$ cat src/rtl/stopwatch_cmd_ctrl.sv
// -----------------------------------------------------------------------------
// stopwatch_cmd_ctrl
//
// Decodes single-byte commands received from a UART and drives a stopwatch:
//   'S'/'s' -> one-cycle sw_start_o pulse (run/stop toggle)
//   'C'/'c' -> one-cycle sw_clear_o pulse (clear to 00:00:00)
//   'T'/'t' -> snapshot hours/minutes/seconds and stream "HH:MM:SS" (plus CR LF
//              when CRLF_EN=1) to the UART TX with a valid/ready handshake.
// Any other byte is ignored.
//
// Parameters
//   CRLF_EN     1: report is 10 bytes ending in CR LF; 0: report is 8 bytes.
//
// Ports
//   clk_i       single clock, all state updates on the rising edge
//   reset_ni    synchronous active-low reset
//   rx_data_i   received byte, qualified by rx_valid_i
//   rx_valid_i  one-cycle strobe marking rx_data_i valid
//   hours_i     current stopwatch hours   (binary, 0..63)
//   minutes_i   current stopwatch minutes (binary, 0..63)
//   seconds_i   current stopwatch seconds (binary, 0..63)
//   tx_ready_i  UART TX accepts tx_data_o when tx_valid_o && tx_ready_i
//   sw_start_o  registered one-cycle toggle pulse
//   sw_clear_o  registered one-cycle clear pulse
//   tx_data_o   report byte, 0x00 when idle
//   tx_valid_o  report byte valid, held until accepted
//   busy_o      high while a report is in progress
// -----------------------------------------------------------------------------
module stopwatch_cmd_ctrl #(
    parameter bit CRLF_EN = 1'b1
) (
    input  logic       clk_i,
    input  logic       reset_ni,
    input  logic [7:0] rx_data_i,
    input  logic       rx_valid_i,
    input  logic [5:0] hours_i,
    input  logic [5:0] minutes_i,
    input  logic [5:0] seconds_i,
    input  logic       tx_ready_i,
    output logic       sw_start_o,
    output logic       sw_clear_o,
    output logic [7:0] tx_data_o,
    output logic       tx_valid_o,
    output logic       busy_o
);

    typedef enum logic {
        IDLE = 1'b0,
        SEND = 1'b1
    } state_e;

    // Index of the final report byte: LF when terminated, seconds-ones otherwise.
    localparam logic [3:0] LAST_IDX = CRLF_EN ? 4'd9 : 4'd7;

    // Splits a 0..63 binary value into {tens, ones} decimal digits. A compare
    // ladder is used instead of a generic divider since the range is tiny.
    function automatic logic [7:0] to_bcd(input logic [5:0] v);
        logic [3:0] tens;
        logic [5:0] rem;
        if      (v >= 6'd60) begin tens = 4'd6; rem = v - 6'd60; end
        else if (v >= 6'd50) begin tens = 4'd5; rem = v - 6'd50; end
        else if (v >= 6'd40) begin tens = 4'd4; rem = v - 6'd40; end
        else if (v >= 6'd30) begin tens = 4'd3; rem = v - 6'd30; end
        else if (v >= 6'd20) begin tens = 4'd2; rem = v - 6'd20; end
        else if (v >= 6'd10) begin tens = 4'd1; rem = v - 6'd10; end
        else                 begin tens = 4'd0; rem = v;         end
        return {tens, rem[3:0]};
    endfunction

    function automatic logic [7:0] ascii_digit(input logic [3:0] d);
        return 8'h30 + {4'h0, d};
    endfunction

    state_e     state_q, state_d;
    logic [3:0] idx_q, idx_d;
    logic [5:0] snap_h_q, snap_h_d;
    logic [5:0] snap_m_q, snap_m_d;
    logic [5:0] snap_s_q, snap_s_d;
    logic       sw_start_q, sw_start_d;
    logic       sw_clear_q, sw_clear_d;

    logic is_toggle;
    logic is_clear;
    logic is_report;

    // Command decode; bytes without rx_valid_i never reach the state logic.
    always_comb begin
        is_toggle = rx_valid_i && ((rx_data_i == 8'h53) || (rx_data_i == 8'h73));
        is_clear  = rx_valid_i && ((rx_data_i == 8'h43) || (rx_data_i == 8'h63));
        is_report = rx_valid_i && ((rx_data_i == 8'h54) || (rx_data_i == 8'h74));
    end

    // NOTE: every signal written here gets its default first, so no path can
    // leave a value unassigned and infer a latch.
    always_comb begin
        state_d    = state_q;
        idx_d      = idx_q;
        snap_h_d   = snap_h_q;
        snap_m_d   = snap_m_q;
        snap_s_d   = snap_s_q;
        // Toggle/clear act in either state; a byte decodes to at most one of them.
        sw_start_d = is_toggle;
        sw_clear_d = is_clear;

        unique case (state_q)
            IDLE: begin
                if (is_report) begin
                    state_d  = SEND;
                    idx_d    = 4'd0;
                    snap_h_d = hours_i;
                    snap_m_d = minutes_i;
                    snap_s_d = seconds_i;
                end
            end
            SEND: begin
                // A report command here is dropped: no branch reacts to is_report.
                if (tx_ready_i) begin
                    if (idx_q == LAST_IDX) begin
                        state_d = IDLE;
                        idx_d   = 4'd0;
                    end else begin
                        idx_d = idx_q + 4'd1;
                    end
                end
            end
            default: state_d = IDLE;
        endcase
    end

    // NOTE: sequential state uses non-blocking assignments so every register
    // samples the pre-edge values regardless of statement order.
    always_ff @(posedge clk_i) begin
        if (!reset_ni) begin
            state_q    <= IDLE;
            idx_q      <= 4'd0;
            snap_h_q   <= 6'd0;
            snap_m_q   <= 6'd0;
            snap_s_q   <= 6'd0;
            sw_start_q <= 1'b0;
            sw_clear_q <= 1'b0;
        end else begin
            state_q    <= state_d;
            idx_q      <= idx_d;
            snap_h_q   <= snap_h_d;
            snap_m_q   <= snap_m_d;
            snap_s_q   <= snap_s_d;
            sw_start_q <= sw_start_d;
            sw_clear_q <= sw_clear_d;
        end
    end

    // Report byte selection works only from the snapshot, so live time inputs
    // changing mid-report cannot corrupt the message.
    logic [7:0] bcd_h, bcd_m, bcd_s;
    logic [7:0] tx_data;

    always_comb begin
        bcd_h   = to_bcd(snap_h_q);
        bcd_m   = to_bcd(snap_m_q);
        bcd_s   = to_bcd(snap_s_q);
        tx_data = 8'h00;
        if (state_q == SEND) begin
            case (idx_q)
                4'd0:    tx_data = ascii_digit(bcd_h[7:4]);
                4'd1:    tx_data = ascii_digit(bcd_h[3:0]);
                4'd2:    tx_data = 8'h3A;
                4'd3:    tx_data = ascii_digit(bcd_m[7:4]);
                4'd4:    tx_data = ascii_digit(bcd_m[3:0]);
                4'd5:    tx_data = 8'h3A;
                4'd6:    tx_data = ascii_digit(bcd_s[7:4]);
                4'd7:    tx_data = ascii_digit(bcd_s[3:0]);
                4'd8:    tx_data = 8'h0D;
                4'd9:    tx_data = 8'h0A;
                default: tx_data = 8'h00;
            endcase
        end
    end

    assign sw_start_o = sw_start_q;
    assign sw_clear_o = sw_clear_q;
    assign tx_data_o  = tx_data;
    assign tx_valid_o = (state_q == SEND);
    assign busy_o     = (state_q == SEND);

endmodule

$ cat config.mk
export PLATFORM = sky130hd
export DESIGN_NAME = stopwatch_cmd_ctrl
export DESIGN_NICKNAME = d
export VERILOG_FILES = /design/src/rtl/stopwatch_cmd_ctrl.sv
export SDC_FILE = /design/constraint.sdc
export NUM_CORES = 1
export LEC_CHECK = 0
export ABC_CLOCK_PERIOD_IN_PS = 3400
export BUFFER_PORTS_ARGS = -buffer_cell sky130_fd_sc_hd__buf_2
export CAP_MARGIN = 20
export CORE_MARGIN = 3
export CORE_UTILIZATION = 45
export CTS_CLUSTER_SIZE = 16
export DETAILED_ROUTE_END_ITERATION = 8
export PLACE_DENSITY = 0.77
export SKIP_LAST_GASP = 1
export SLEW_MARGIN = 10
export SYNTH_ARGS = -nofsm -noshare
export SYNTH_HDL_FRONTEND = slang
export SYNTH_SLANG_ARGS = --single-unit
$ cat constraint.sdc
create_clock -name clk_i -period 3.4 [get_ports clk_i]
set_input_delay 0 -clock clk_i [delete_from_list [all_inputs] [get_ports clk_i]]
set_output_delay 0 -clock clk_i [all_outputs]
set_load 0.02 [all_outputs]
== Word-level counts from Yosys, hierarchy flattened ==
Index checks and enable logic that the tools add are counted.
Word-level totals
  bits in registers: 25
  bits in latches: 0
  RAM bits: 0
  bits in read-only memories: 0
  bits of input ports: 30
  output and inout port bits: 12
  logic and storage cells: 124
  memories: 0
Cells by class
  add/sub/neg operators: 25
  multipliers: 0
  div/mod/pow operators: 0
  order comparisons: 18
  eq/ne operators: 17
  shift-type cells: 0
  mux-type cells: 46
  bitwise gates (word level): 1
  reduce and logical (&&, ||, !) cells: 10
Operators with widths (number)
  4-bit 2-to-1 mux: 22
  7-bit one-hot mux with 9 select lines: 1
  6-bit >= comparator (second input constant): 9
  8-bit by 7-bit equality test with 1-bit output (second input constant): 6
  4-bit subtractor (second input constant): 12
  6-bit by 4-bit adder with 7-bit output (first input constant): 6
  6-bit by 5-bit >= comparator with 1-bit output (second input constant): 6
  3-bit 2-to-1 mux: 8
  6-bit by 4-bit >= comparator with 1-bit output (second input constant): 3
  4-bit by 3-bit equality test with 1-bit output (second input constant): 4
  2-bit 2-to-1 mux: 6
  4-bit by 2-bit subtractor with 4-bit output (second input constant): 3
  4-bit by 3-bit subtractor with 4-bit output (second input constant): 3
  4-bit by 2-bit equality test with 1-bit output (second input constant): 2
  4-bit equality test (second input constant): 2
  4-bit one-hot mux with 2 select lines: 1
  7-bit 2-to-1 mux: 1
  1-bit 2-to-1 mux: 6
  4-bit by 1-bit adder with 4-bit output (second input constant): 1
  4-bit by 1-bit equality test with 1-bit output (second input constant): 1
  4-bit logical NOT: 1
  2-bit inequality test (second input constant): 2
  2-bit AND reduction: 2
  1-bit logical AND: 3
  4 further kinds: 6

== Depth between registers and ports, before layout ==
  depth after elaboration: 10
  gate-level depth with buffers: 9
  gate-level depth less buffers: 8

== Least setup slack after synthesis ==
No wires, ideal clock.
  path type: register to output
  from: reg snap_s_q[3]
  to: out tx_data_o[3]
  data arrival time: 2324 ps
  data required time: 3400 ps
  setup slack: 1076 ps
  cell stages (with the launch flop): 10
  buffers on the path: 1
  cell sequence: dfxtp_1 -> clkbuf_1 -> inv_1 -> ha_1 -> a21boi_0 -> a2111oi_0 -> o311ai_0 -> nand2_1 -> a311oi_1 -> a311o_1
Between the ends
  cells in the longest elaborated chain, start to end: 10
  elaborated cells between the ends (all ways): 28
RTL lines
  from (decl): RTL line 78  | logic [5:0] snap_s_q, snap_s_d;
  from (signal assigned): RTL line 146  | snap_s_q <= snap_s_d;
  6-bit by 4-bit >= comparator with 1-bit output or 4-bit subtractor (tied branches): RTL line 65  | else if (v >= 6'd10) begin tens = 4'd1; rem = v - 6'd10; end
  4-bit 2-to-1 mux or 1-bit 2-to-1 mux (tied branches): RTL line 65
  4-bit 2-to-1 mux or 2-bit 2-to-1 mux (tied branches): RTL line 64  | else if (v >= 6'd20) begin tens = 4'd2; rem = v - 6'd20; end
  4-bit 2-to-1 mux or 2-bit 2-to-1 mux (tied branches): RTL line 63  | else if (v >= 6'd30) begin tens = 4'd3; rem = v - 6'd30; end
  4-bit 2-to-1 mux or 3-bit 2-to-1 mux (tied branches): RTL line 62  | else if (v >= 6'd40) begin tens = 4'd4; rem = v - 6'd40; end
  4-bit 2-to-1 mux or 3-bit 2-to-1 mux (tied branches): RTL line 61  | else if (v >= 6'd50) begin tens = 4'd5; rem = v - 6'd50; end
  4-bit 2-to-1 mux or 3-bit 2-to-1 mux (tied branches): RTL line 60  | if (v >= 6'd60) begin tens = 4'd6; rem = v - 6'd60; end
  6-bit by 4-bit adder with 7-bit output: RTL line 71  | return 8'h30 + {4'h0, d};
  7-bit one-hot mux with 9 select lines *: RTL line 163  | case (idx_q)
  7-bit 2-to-1 mux *: RTL line 162  | if (state_q == SEND) begin
  to (decl): RTL line 42  | output logic [7:0] tx_data_o,
Every way passes the cells marked *; elsewhere a longest branch is shown, timed or not.

== Worst setup path in the final report ==
  from: reg snap_h_q[2]
  to: out tx_data_o[2]
Between the ends
  cells in the longest elaborated chain, start to end: 10
  elaborated cells between the ends (all ways): 28
RTL lines
  from (decl): RTL line 76  | logic [5:0] snap_h_q, snap_h_d;
  from (signal assigned): RTL line 144  | snap_h_q <= snap_h_d;
  6-bit by 4-bit >= comparator with 1-bit output or 4-bit subtractor (tied branches): RTL line 65
  4-bit 2-to-1 mux or 1-bit 2-to-1 mux (tied branches): RTL line 65
  4-bit 2-to-1 mux or 2-bit 2-to-1 mux (tied branches): RTL line 64
  4-bit 2-to-1 mux or 2-bit 2-to-1 mux (tied branches): RTL line 63
  4-bit 2-to-1 mux or 3-bit 2-to-1 mux (tied branches): RTL line 62
  4-bit 2-to-1 mux or 3-bit 2-to-1 mux (tied branches): RTL line 61
  4-bit 2-to-1 mux: RTL line 60
  6-bit by 4-bit adder with 7-bit output: RTL line 71
  7-bit one-hot mux with 9 select lines *: RTL line 163
  7-bit 2-to-1 mux *: RTL line 162
Marked as above.

==> results_dict.tcl <==
set metrics [dict create \
    routed_wire_length_per_instance_um 14.8 \
    area_delta_synth_final_pct 15.0 \
    power.density_cell_area_nw_per_um2 169 \
    post_synth_inst_count 372 \
    root_buf_cell "clkbuf_8" \
    antenna_found_initial 0 \
    cts_max_path_buffers 2 \
    start_util_pct 47.8 \
    grt_max_degree 25 \
    netlist-cell-type-count 64 \
    port_buffers 38 \
    fin_hold_viols 0 \
    synth_async_sr_flop_share_pct 0 \
    max-cap-violations 0 \
    timing.hold.worst.class "in -> reg" \
    dieArea_um2 7000 \
    cts_htree_levels 1 \
    grt_first_pass_wirelength_um 12000 \
    clock_pin_slew_worst_setup_and_hold_paths_ns 0.09 \
    finalWirelength_um 7130 \
    synth_top_flop_cell "dfxtp_1" \
    outcome "complete, no violations" \
    worst_slew_pin_slew_ns 0.728 \
    detail_route.drc_violations 0 \
    report.final.setup_viol 0 \
    power_share_of_the_clock_group_pct 34.3 \
    pin_count 42 \
    grt_overflow_total 0 \
    maxClockFrequency_mhz 323 \
    drt_iter0_markers 251 \
    power.combinational.fraction_pct 10.0 \
    setup_tns_ns 0 \
    cts.sink_count 25 \
    drt.antenna.violating_nets 0 \
    drv_slew 0 \
    fp.dieH_um 83.7 \
    synthesis.area_per_instance_um2 7.30 \
    setup.worst_path.class "reg -> out" \
    post-cts-setup-buffer-count 0 \
    ir_drop_mv 0.188 \
    globalRouteTotalUtil_pct 19.8 \
    detailedRoute.firstPassIterationCount 5 \
    fraction_of_power_spent_switching_nets_pct 22.6 \
    post-route-worst-setup-slack_ns 0.309 \
    hpwl_um 5130 \
    insertion_delay_ns 0.27 \
    cts_tree "built" \
    tritoncts.num_buffers 3 \
    most-common-layout-cells "nand2_1, buf_2, dfxtp_1" \
    routed_vias_inst 6.10 \
    layout.cells.most_common "nand2_1" \
    yosys_warnings 0 \
    drive_gt1_share_pct 13.0 \
    finalClockSkew_ns 0.00435 \
    place_congestion 0.930 \
    critPathLaunchType "flop" \
    n_diodes 0 \
    power_report.internal_total_uw 409 \
    core_region_area_um2 5680 \
    power.net_switching_uw 120 \
    via_count 2935 \
    worstPathRequired_ns 3.40 \
    first_global_vias 2559 \
    power.leakage_uw 0.00118 \
    yosys_register_bits 25 \
    critical_path.endpoint_type "output port" \
    layout.nets 464 \
    std_cell_rows 27 \
    place_ws_ns 0.636 \
    sequential_power_share_pct 55.7 \
    rsz0062_at_grt "no" \
    timing.critical_path.arrival_ns 3.09 \
    relSlewSlack_pct 51.3 \
    post_synth_design_cell_area_um2 2720 \
    min_period_over_period_pct 90.9 \
    fin_crit_ns 3.09 \
    timing.critical_path.fanout_max 8 \
    die_width_um 83.7 \
    synth_edf_count 0 \
    yosysSeqAreaShare_pct 18.4 \
    nFillCells 557 \
]
-- area by class of cell --
class                      count  area (µm²)  area share [%]
tap                           72        90.1            2.88
clock inverter                 1        7.51           0.240
sequential                    25         500            16.0
timing repair buffer          59         400            12.8
multi-input combinational    303        2020            64.5
inverter                      18        67.6            2.16
clock buffer                   3        41.3            1.32
-- flip-flops by register name, summed over array words and instances (netlist names) --
| register | flops |
|---|---|
| snap_m_q | 6 |
| snap_s_q | 6 |
| snap_h_q | 6 |
| busy_o | 1 |
| idx_q | 4 |
| sw_start_o | 1 |
| sw_clear_o | 1 |
-- power by group through the flow --
stage | sequential, µW | clock (µW) | combinational, µW
finish | 295 | 182 | 52.7
global route | 295 | 198 | 57.5
CTS | 295 | 191 | 51.2
global placement | 302 | 0 | 33.9
floorplan | 301 | 0 | 17.5
detailed placement | 302 | 0 | 34.0
-- worst paths after layout --
| check | from | to | slack, ns | cells past startpoint |
|---|---|---|---|---|
| setup / recovery | snap_h_q[2] | tx_data_o[2] | 0.31 | 8 |
| hold / removal | seconds_i[3] | snap_s_q[3] | 0.006 | 3 |
| setup reg to reg | busy_o | idx_q[1] | 1.26 | 5 |
| hold reg to reg | snap_h_q[0] | snap_h_q[0] | 0.57 | 2 |
-- timing repair --
item,CTS,global route
endpoints found under the hold margin,19,0
resized for setup,0,0
hold buffers,21,0
-- cell usage after synthesis (3+ instances only) --
master / instances / area (µm²)
dfxtp_1: 25 / 500
nor3b_1: 4 / 30.0
nand2b_1: 4 / 25.0
buf_2: 6 / 30.0
nor4b_1: 3 / 26.3
o21ai_0: 18 / 90.1
buf_4: 5 / 37.5
a21oi_1: 19 / 95.1
ha_1: 24 / 300
nor4_1: 6 / 37.5
a211oi_1: 5 / 37.5
o211ai_1: 3 / 22.5
a21o_1: 3 / 22.5
o21ba_2: 3 / 30.0
o31ai_1: 5 / 37.5
xnor2_1: 3 / 26.3
a21boi_0: 23 / 173
o32ai_1: 3 / 26.3
inv_1: 18 / 67.6
or3_1: 5 / 31.3
nand3_1: 7 / 35.0
clkbuf_1: 15 / 56.3
nor2b_1: 10 / 62.6
nor3_1: 11 / 55.1
o211a_1: 6 / 60.1
nand3b_1: 3 / 22.5
nor2_1: 20 / 75.1
nand2_1: 57 / 214
nand4b_1: 3 / 26.3
a31oi_1: 11 / 68.8
-- per-stage QoR --
stage / instances / util [%] / instance area [µm²] / hold WS (ns) / total power, µW
3_5_place_dp: 456 / 50.5 / 2860 / 0.205 / 336
5_1_grt: 481 / 55.0 / 3120 / 0.0302 / 551
4_1_cts: 481 / 55.0 / 3120 / 0.00772 / 537
2_1_floorplan: 373 / - / 2720 / 0.0758 / 318
6_report: 481 / 55.0 / 3120 / 0.00619 / 529
3_3_place_gp: 456 / 50.5 / 2860 / 0.202 / 335
-- routing by layer --
metal / vias up / global-route usage (%) / wire length [µm]
li1: 1442 / - / -
met1: 1363 / 27.4 / 3210
met2: 118 / 32.3 / 3380
met3: 12 / 2.07 / 420
met4: 0 / 5.56 / 121
met5: - / 0 / 0
-- worst max-delay path, cell delays in order, from the launching register on --
cell and delay (ns):
dfxtp_1 0.52, inv_1 0.21, ha_1 0.25, a2111oi_1 0.58, a21boi_2 0.33, a2111oi_1 0.11
or4_1 0.53, o221ai_1 0.09, buf_2 0.20
-- cell families (layout without fill, tap and decap cells) --
| kind of cell | Yosys count | after routing | synth area share (%) |
|---|---|---|---|
| xor gates and xnor gates | 3 | 3 | 0.968 |
| and+or+nand+nor | 145 | 145 | 27.2 |
| muxes | 2 | 2 | 0.737 |
| AOI/OAI and AO/OA | 127 | 127 | 34.0 |
| DFF | 25 | 25 | 18.4 |
| buffers and inverters | 45 | 81 | 7.47 |
| other | 1 | 2 | 0.138 |
| adders and majority gates | 24 | 24 | 11.1 |
Power figures use the tool's default switching activity.
